<file path="src/rtl/e_mdu.sv">
// Iterative multiply/divide unit with a pass-through tag; MDU_SINGLE_CYCLE_MUL_EN selects a combinational multiplier for ops 0-2.
// Latency: DATA_W+2 cycles from accept edge to valid_o for iterative ops, 1 cycle for the fast multiply.
// Backpressure: one op in flight; ready_o only in IDLE; result held in DONE until valid_o & ready_i; flush_i kills everything.
module e_mdu #(
  parameter int DATA_W = 32,
  parameter int ID_W   = 6
) (
  input  logic              clk,
  input  logic              rst_n,
  input  logic              flush_i,
  input  logic              valid_i,
  output logic              ready_o,
  input  logic [2:0]        op_i,
  input  logic [DATA_W-1:0] r1_i,
  input  logic [DATA_W-1:0] r0_i,
  input  logic [ID_W-1:0]   id_i,
  output logic              valid_o,
  input  logic              ready_i,
  output logic [DATA_W-1:0] result_o,
  output logic [ID_W-1:0]   id_o
);

  localparam int CNT_W = $clog2(DATA_W);
  localparam logic [CNT_W-1:0] CNT_LAST = CNT_W'(DATA_W - 1);

  typedef enum logic [1:0] {IDLE, CALC, FIX, DONE} state_t;

  state_t            state;
  logic [CNT_W-1:0]  cnt;
  logic [2:0]        op_q;
  logic [ID_W-1:0]   id_q;
  logic              neg_q;    // quotient/product sign
  logic              rneg_q;   // dividend sign, applied to the remainder
  logic              div0_q;
  logic [DATA_W-1:0] r1_q;     // raw dividend, returned as remainder on divide by zero
  logic [DATA_W-1:0] hi_q;     // partial remainder / product high half
  logic [DATA_W-1:0] lo_q;     // quotient / product low half (multiplier shifts out)
  logic [DATA_W-1:0] dvs_q;    // divisor / multiplicand magnitude

  logic              accept;
  logic              in_signed, a_neg, b_neg, in_mul;
  logic [DATA_W-1:0] a_mag, b_mag;

  assign ready_o = (state == IDLE);
  assign accept  = valid_i & ready_o & ~flush_i;

  // Operand magnitudes and signs at the request boundary
  always_comb begin
    in_signed = (op_i == 3'd1) || (op_i == 3'd3) || (op_i == 3'd4);
    in_mul    = (op_i < 3'd3);
    a_neg     = in_signed & r1_i[DATA_W-1];
    b_neg     = in_signed & r0_i[DATA_W-1];
    a_mag     = a_neg ? (-r1_i) : r1_i;
    b_mag     = b_neg ? (-r0_i) : r0_i;
  end

  logic [DATA_W:0]   shifted, trial, sum;
  logic [DATA_W-1:0] hi_n, lo_n;

  // One radix-2 step: restoring divide or shift-add multiply
  always_comb begin
    shifted = {hi_q, lo_q[DATA_W-1]};
    trial   = shifted - {1'b0, dvs_q};
    sum     = {1'b0, hi_q} + (lo_q[0] ? {1'b0, dvs_q} : '0);
    if (op_q < 3'd3) begin
      hi_n = sum[DATA_W:1];
      lo_n = {sum[0], lo_q[DATA_W-1:1]};
    end else if (!trial[DATA_W]) begin
      hi_n = trial[DATA_W-1:0];
      lo_n = {lo_q[DATA_W-2:0], 1'b1};
    end else begin
      hi_n = shifted[DATA_W-1:0];
      lo_n = {lo_q[DATA_W-2:0], 1'b0};
    end
  end

  logic [2*DATA_W-1:0] prod, prod_s;
  logic [DATA_W-1:0]   quo_s, rem_s, fix_res;

  // Sign fix-up and result selection at the end of iteration
  always_comb begin
    prod   = {hi_q, lo_q};
    prod_s = neg_q ? (-prod) : prod;
    quo_s  = div0_q ? '1   : (neg_q  ? (-lo_q) : lo_q);
    rem_s  = div0_q ? r1_q : (rneg_q ? (-hi_q) : hi_q);
    case (op_q)
      3'd0:       fix_res = prod_s[DATA_W-1:0];
      3'd1, 3'd2: fix_res = prod_s[2*DATA_W-1:DATA_W];
      3'd3, 3'd5: fix_res = quo_s;
      3'd4, 3'd6: fix_res = rem_s;
      default:    fix_res = '0;
    endcase
  end

`ifdef MDU_SINGLE_CYCLE_MUL_EN
  logic [2*DATA_W-1:0] fa_x, fb_x, fprod;
  logic [DATA_W-1:0]   fast_res;

  // Combinational multiplier on sign-extended operands; the low 2*DATA_W bits are exact
  always_comb begin
    fa_x  = {{DATA_W{in_signed & r1_i[DATA_W-1]}}, r1_i};
    fb_x  = {{DATA_W{in_signed & r0_i[DATA_W-1]}}, r0_i};
    fprod = fa_x * fb_x;
    fast_res = (op_i == 3'd0) ? fprod[DATA_W-1:0] : fprod[2*DATA_W-1:DATA_W];
  end
`endif

  // Control FSM and datapath registers; flush overrides every state
  always_ff @(posedge clk or negedge rst_n) begin
    if (!rst_n) begin
      state    <= IDLE;
      cnt      <= '0;
      op_q     <= '0;
      id_q     <= '0;
      neg_q    <= 1'b0;
      rneg_q   <= 1'b0;
      div0_q   <= 1'b0;
      r1_q     <= '0;
      hi_q     <= '0;
      lo_q     <= '0;
      dvs_q    <= '0;
      valid_o  <= 1'b0;
      result_o <= '0;
      id_o     <= '0;
    end else if (flush_i) begin
      state   <= IDLE;
      cnt     <= '0;
      valid_o <= 1'b0;
    end else begin
      case (state)
        IDLE: begin
          if (accept) begin
            op_q   <= op_i;
            id_q   <= id_i;
            r1_q   <= r1_i;
            neg_q  <= a_neg ^ b_neg;
            rneg_q <= a_neg;
            div0_q <= (r0_i == '0);
            hi_q   <= '0;
            lo_q   <= in_mul ? b_mag : a_mag;
            dvs_q  <= in_mul ? a_mag : b_mag;
            cnt    <= '0;
`ifdef MDU_SINGLE_CYCLE_MUL_EN
            if (in_mul) begin
              state    <= DONE;
              valid_o  <= 1'b1;
              result_o <= fast_res;
              id_o     <= id_i;
            end else begin
              state <= CALC;
            end
`else
            state <= CALC;
`endif
          end
        end
        CALC: begin
          hi_q <= hi_n;
          lo_q <= lo_n;
          if (cnt == CNT_LAST) begin
            cnt   <= '0;
            state <= FIX;
          end else begin
            cnt <= cnt + 1'b1;
          end
        end
        FIX: begin
          result_o <= fix_res;
          id_o     <= id_q;
          valid_o  <= 1'b1;
          state    <= DONE;
        end
        DONE: begin
          if (ready_i) begin
            valid_o <= 1'b0;
            state   <= IDLE;
          end
        end
        default: state <= IDLE;
      endcase
    end
  end

endmodule

</file>
<file path="config.mk">
export PLATFORM = sky130hd
export DESIGN_NAME = e_mdu
export DESIGN_NICKNAME = d
export VERILOG_FILES = /design/src/rtl/e_mdu.sv
export SDC_FILE = /design/constraint.sdc
export NUM_CORES = 1
export LEC_CHECK = 0
export BUFFER_PORTS_ARGS = -buffer_cell sky130_fd_sc_hd__buf_2
export CORE_MARGIN = 2
export CORE_UTILIZATION = 50
export DETAILED_ROUTE_END_ITERATION = 12
export GPL_TIMING_DRIVEN = 0
export PLACE_DENSITY = 0.78
export SLEW_MARGIN = 20
export SYNTH_ARGS = -nofsm -noshare
export SYNTH_HDL_FRONTEND = slang
export SYNTH_SLANG_ARGS = --single-unit
</file>
<file path="constraint.sdc">
create_clock -name clk -period 3 [get_ports clk]
set_input_delay 0.15 -clock clk [delete_from_list [all_inputs] [get_ports clk]]
set_output_delay 0.15 -clock clk [all_outputs]
set_load 0.01 [all_outputs]
</file>
==> Implementation_results.wiki <==
{| class="wikitable"
! Metric !! Value
|-
| Status || finished, violations left
|-
| Violations in the final reports || negative setup slack
|-
| Total routing usage reported by global routing || 40.5%
|-
| Final net count || 2564
|-
| Type of the tightest min-delay check || in -> reg
|-
| Endpoint kind of the worst setup timing path || flop
|-
| Count of unique library cells instantiated by Yosys || 77
|-
| Antenna violations before repair || 0
|-
| Total of buffers placed on input and output ports || 117
|-
| Clock tree from TritonCTS || built
|-
| Area growth syn-to-layout || 28.1%
|-
| Seq cells post-synth || around 190
|-
| Placed wire-length estimate || between 50000 and 60000 um
|-
| Power per unit of standard cell area || 1130 nW/um^2
|-
| Post-Place Cells || between 2000 and 3000
|-
| Overall die width || 186 um
|-
| Wire length after detailed routing || 71900 um
|-
| Global-route wire length before repair || 104000 um
|-
| DRC Markers || 0
|-
| Max frequency || around 310 MHz
|-
| Via-per-instance ratio || 6.49
|-
| Maxcap violations || 0
|-
| Detail-routed net length per standard cell || ~25 um
|-
| Reg area || 4680 um^2
|-
| Footprint of the multi-input gates || 12500 um^2
|-
| First DRT Iteration DRCs || 2234
|-
| Endpoints failing hold || 0
|-
| Register area share after synthesis || between 20% and 30%
|-
| Maximum number of pins on one net before global-route repair || 71
|-
| Required time of the worst setup path || 3.32 ns
|-
| Yosys top cell area share || about 28%
|-
| Type of the worst setup path || reg -> reg
|-
| Gate Count Post-Synth || 2153
|-
| Top_reg_cell synth || sky130_fd_sc_hd__dfrtp_1
|-
| Synthesis warning total || 0
|-
| CTS buffer count || 17
|-
| Standby leakage power || 0.00892 uW
|-
| Detailed Routing Iterations Pass 1 || 6
|-
| Gp weighted congestion || approximately 1
|-
| Cell types occupying the most area after synthesis || sky130_fd_sc_hd__dfrtp_1 28%, sky130_fd_sc_hd__nand2_1 6.7%, sky130_fd_sc_hd__ha_1 5.6%
|-
| Maximum vdd ir drop || around 0.00057 V
|-
| Critical Path Start Type || flop
|-
| Placed Instance Area || 17800 um^2
|-
| Grt total ovfl || 0
|-
| Critical path data arrival time || 3.57 ns
|-
| # setup viols final || 52
|-
| Post-synth top area cell || sky130_fd_sc_hd__dfrtp_1
|-
| Post-synth top cells || 297 x sky130_fd_sc_hd__nand2_1, 188 x sky130_fd_sc_hd__nor2_1, 186 x sky130_fd_sc_hd__dfrtp_1
|-
| Clock sinks || between 150 and 200
|-
| EDFF count, synth || 0
|-
| Fill cell count || 2827
|-
| Final antenna-violating net count || 0
|-
| Starting density of the core || 50.8%
|-
| Share of the cycle needed by the critical path after routing || 108%
|-
| Tightest Pin Transition || 1.09 ns
|-
| Number of rows in the core area || 66
|-
| Number of nets produced by synthesis || around 2300
|-
| Final critical path time including I/O delays and setup || 3.25 ns
|-
| Total die area || 34500 um^2
|-
| Area of all placed cells without fillers || 21200 um^2
|-
| Setup repair after global routing missed its margin || yes
|-
| Buffer depth of the longest clock path || 2
|-
| Count leader, synth || sky130_fd_sc_hd__nand2_1
|-
| Via count || around 19000
|-
| Share of async-settable or async-resettable flops after synthesis || 100%
|-
| Clock transition time at the flip-flop clock pins of the worst setup and hold paths || ~0.08 ns
|-
| CTS HTree Levels || 4
|-
| Proportion of layout cells with a drive suffix above 1 || 24.5%
|-
| Setup ws final || -0.250 ns
|-
| Maximum fanout encountered on the critical timing path || 7
|-
| Final instance count without filler cells || ~2900
|-
| Max-slew violation total from the final report || 0
|-
| Clock tree skew after final layout || 0.0143 ns
|-
| Vias in the first global route || approximately 17000
|-
| Post-synthesis area per instance || 7.68 um^2
|-
| Top-level port count || ~120
|-
| Clock latency at the later pin of the worst-skew pair || approximately 0.47 ns
|-
| Core area || 32500 um^2
|-
| Relative slew margins || 27.3%
|-
| Vertical extent of the die || 186 um
|-
| Clk Tree Root Cell || sky130_fd_sc_hd__clkbuf_16
|-
| Post-synthesis instance area || between 15000 and 20000 um^2
|}
registers in the layout (all words and copies together), names as in the netlist:
name and cells:
op_q 3, rneg_q 1, id_q 6, cnt 5
hi_q 32, lo_q 32, div0_q 1, dvs_q 32
result_o 32, r1_q 32, state 2, neg_q 1
id_o 6, valid_o 1
layer usage:
layer  GRT usage [%]  wire [um]  part of all wire, %
met1            54.7      29100                   40
met2            62.0      31600                   44
met3            9.43       7240                   10
met4            17.5       4040                  5.6
met5               0          0                    0
report_power, final:
part,switching (uW),leakage [uW],internal [uW]
sequential,1260,0.00234,3530
combinational,10100,0.00632,6680
clock,1160,0.000268,1110
cell families (layout without fill, tap and decap cells):
family,after synthesis,in the layout,share of synthesized area [%]
AO/OA/AOI/OAI,676,676,25.2
XOR/XNOR,206,206,10.9
adder cells (fa/ha/maj),76,76,5.84
buffers and inverters,215,484,5.03
flip-flops,186,186,28.1
multiplexers,77,77,4.99
other,0,1,0
AND/OR/NAND/NOR,717,717,19.8
timing repair:
item	in CTS	in global routing
endpoints found under the hold margin	91	0
buffers inserted	53	52
hold buffers	26	0
setup endpoints to repair	65	78
pin swaps	79	91
resized for setup	253	185
gates cloned	4	2
stage by stage:
stage | power [uW] | setup slack (ns) | hold slack [ns] | setup TNS, ns | util, %
global route | 24900 | -0.308 | 0.00634 | -10.65 | 65.1
finish | 23800 | -0.250 | 0.0140 | -7.34 | 65.1
detailed placement | 17000 | -1.05 | 0.132 | -39.43 | 54.7
CTS | 21500 | -0.205 | 0.00172 | -5.54 | 61.9
global placement | 16900 | -1.31 | 0.382 | -277.01 | 54.5
floorplan | 12800 | -0.0506 | -0.146 | -0.0689 | -
final timing paths:
path | startpoint | end | slack, ns | cells past startpoint
max | hi_q[0] | hi_q[7] | -0.25 | 14
min in group asynchronous | rst_n | r1_q[16] | 0.23 | 2
min | r1_i[9] | r1_q[9] | 0.01 | 2
min reg2reg | result_o[17] | result_o[17] | 0.47 | 1
max reg2reg | hi_q[0] | hi_q[7] | -0.25 | 14
max in group asynchronous | rst_n | hi_q[28] | 1.68 | 4
critical path, cell delays in order (launching register included):
cell and delay, ns:
sky130_fd_sc_hd__dfrtp_2 0.42, sky130_fd_sc_hd__clkinvlp_4 0.16, sky130_fd_sc_hd__fa_2 0.44, sky130_fd_sc_hd__nor2b_4 0.18, sky130_fd_sc_hd__o31ai_4 0.11, sky130_fd_sc_hd__a21oi_4 0.21, sky130_fd_sc_hd__a41oi_4 0.21, sky130_fd_sc_hd__o21ai_4 0.30
sky130_fd_sc_hd__buf_6 0.14, sky130_fd_sc_hd__a41o_4 0.28, sky130_fd_sc_hd__nor2_4 0.07, sky130_fd_sc_hd__buf_12 0.15, sky130_fd_sc_hd__buf_12 0.14, sky130_fd_sc_hd__mux2i_1 0.17, sky130_fd_sc_hd__o21ai_1 0.10
final cells by class:
| class | count | area share [%] |
|---|---|---|
| Antenna cell | 1 | 0.0118 |
| Buffer | 138 | 3.70 |
| Clock buffer | 19 | 2.09 |
| Clock inverter | 12 | 0.508 |
| Inverter | 64 | 1.18 |
| Multi-Input combinational cell | 1752 | 59.0 |
| Sequential cell | 186 | 22.1 |
| Tap cell | 442 | 2.61 |
| Timing Repair Buffer | 251 | 8.85 |
cell usage in the layout (no fill, tap or decap), types with 11 or more instances in the layout:
cell type / Yosys / layout
sky130_fd_sc_hd__o21ai_0: 169 / 144
sky130_fd_sc_hd__nand4_1: 12 / 12
sky130_fd_sc_hd__a21oi_2: 0 / 17
sky130_fd_sc_hd__a22oi_1: 41 / 40
sky130_fd_sc_hd__o31ai_1: 30 / 26
sky130_fd_sc_hd__buf_4: 0 / 89
sky130_fd_sc_hd__mux2i_1: 33 / 30
sky130_fd_sc_hd__dfrtp_1: 186 / 164
sky130_fd_sc_hd__o21ai_1: 59 / 52
sky130_fd_sc_hd__nor2_1: 188 / 176
sky130_fd_sc_hd__o21ai_4: 0 / 11
sky130_fd_sc_hd__buf_2: 2 / 117
sky130_fd_sc_hd__dfrtp_2: 0 / 22
sky130_fd_sc_hd__ha_4: 0 / 15
sky130_fd_sc_hd__mux2_2: 44 / 44
sky130_fd_sc_hd__nand2_1: 297 / 290
sky130_fd_sc_hd__o221ai_1: 16 / 15
sky130_fd_sc_hd__nor2b_1: 14 / 11
sky130_fd_sc_hd__xnor2_2: 0 / 12
sky130_fd_sc_hd__a21o_1: 23 / 22
sky130_fd_sc_hd__ha_1: 74 / 51
sky130_fd_sc_hd__inv_1: 63 / 56
sky130_fd_sc_hd__a211oi_1: 35 / 26
sky130_fd_sc_hd__or4_4: 3 / 11
sky130_fd_sc_hd__buf_6: 3 / 14
sky130_fd_sc_hd__nand2b_1: 17 / 16
sky130_fd_sc_hd__and2_1: 11 / 11
sky130_fd_sc_hd__a31oi_1: 23 / 19
sky130_fd_sc_hd__clkbuf_16: 0 / 21
sky130_fd_sc_hd__a21oi_1: 178 / 156
sky130_fd_sc_hd__or3_1: 20 / 13
sky130_fd_sc_hd__xnor2_1: 105 / 93
sky130_fd_sc_hd__o21ai_2: 2 / 23
sky130_fd_sc_hd__o211ai_1: 13 / 13
sky130_fd_sc_hd__dlygate4sd3_1: 0 / 26
sky130_fd_sc_hd__nor3_1: 50 / 36
sky130_fd_sc_hd__clkbuf_1: 139 / 101
sky130_fd_sc_hd__xor2_1: 101 / 99
sky130_fd_sc_hd__nand3_1: 28 / 26
(Power assumes the default switching activity.)
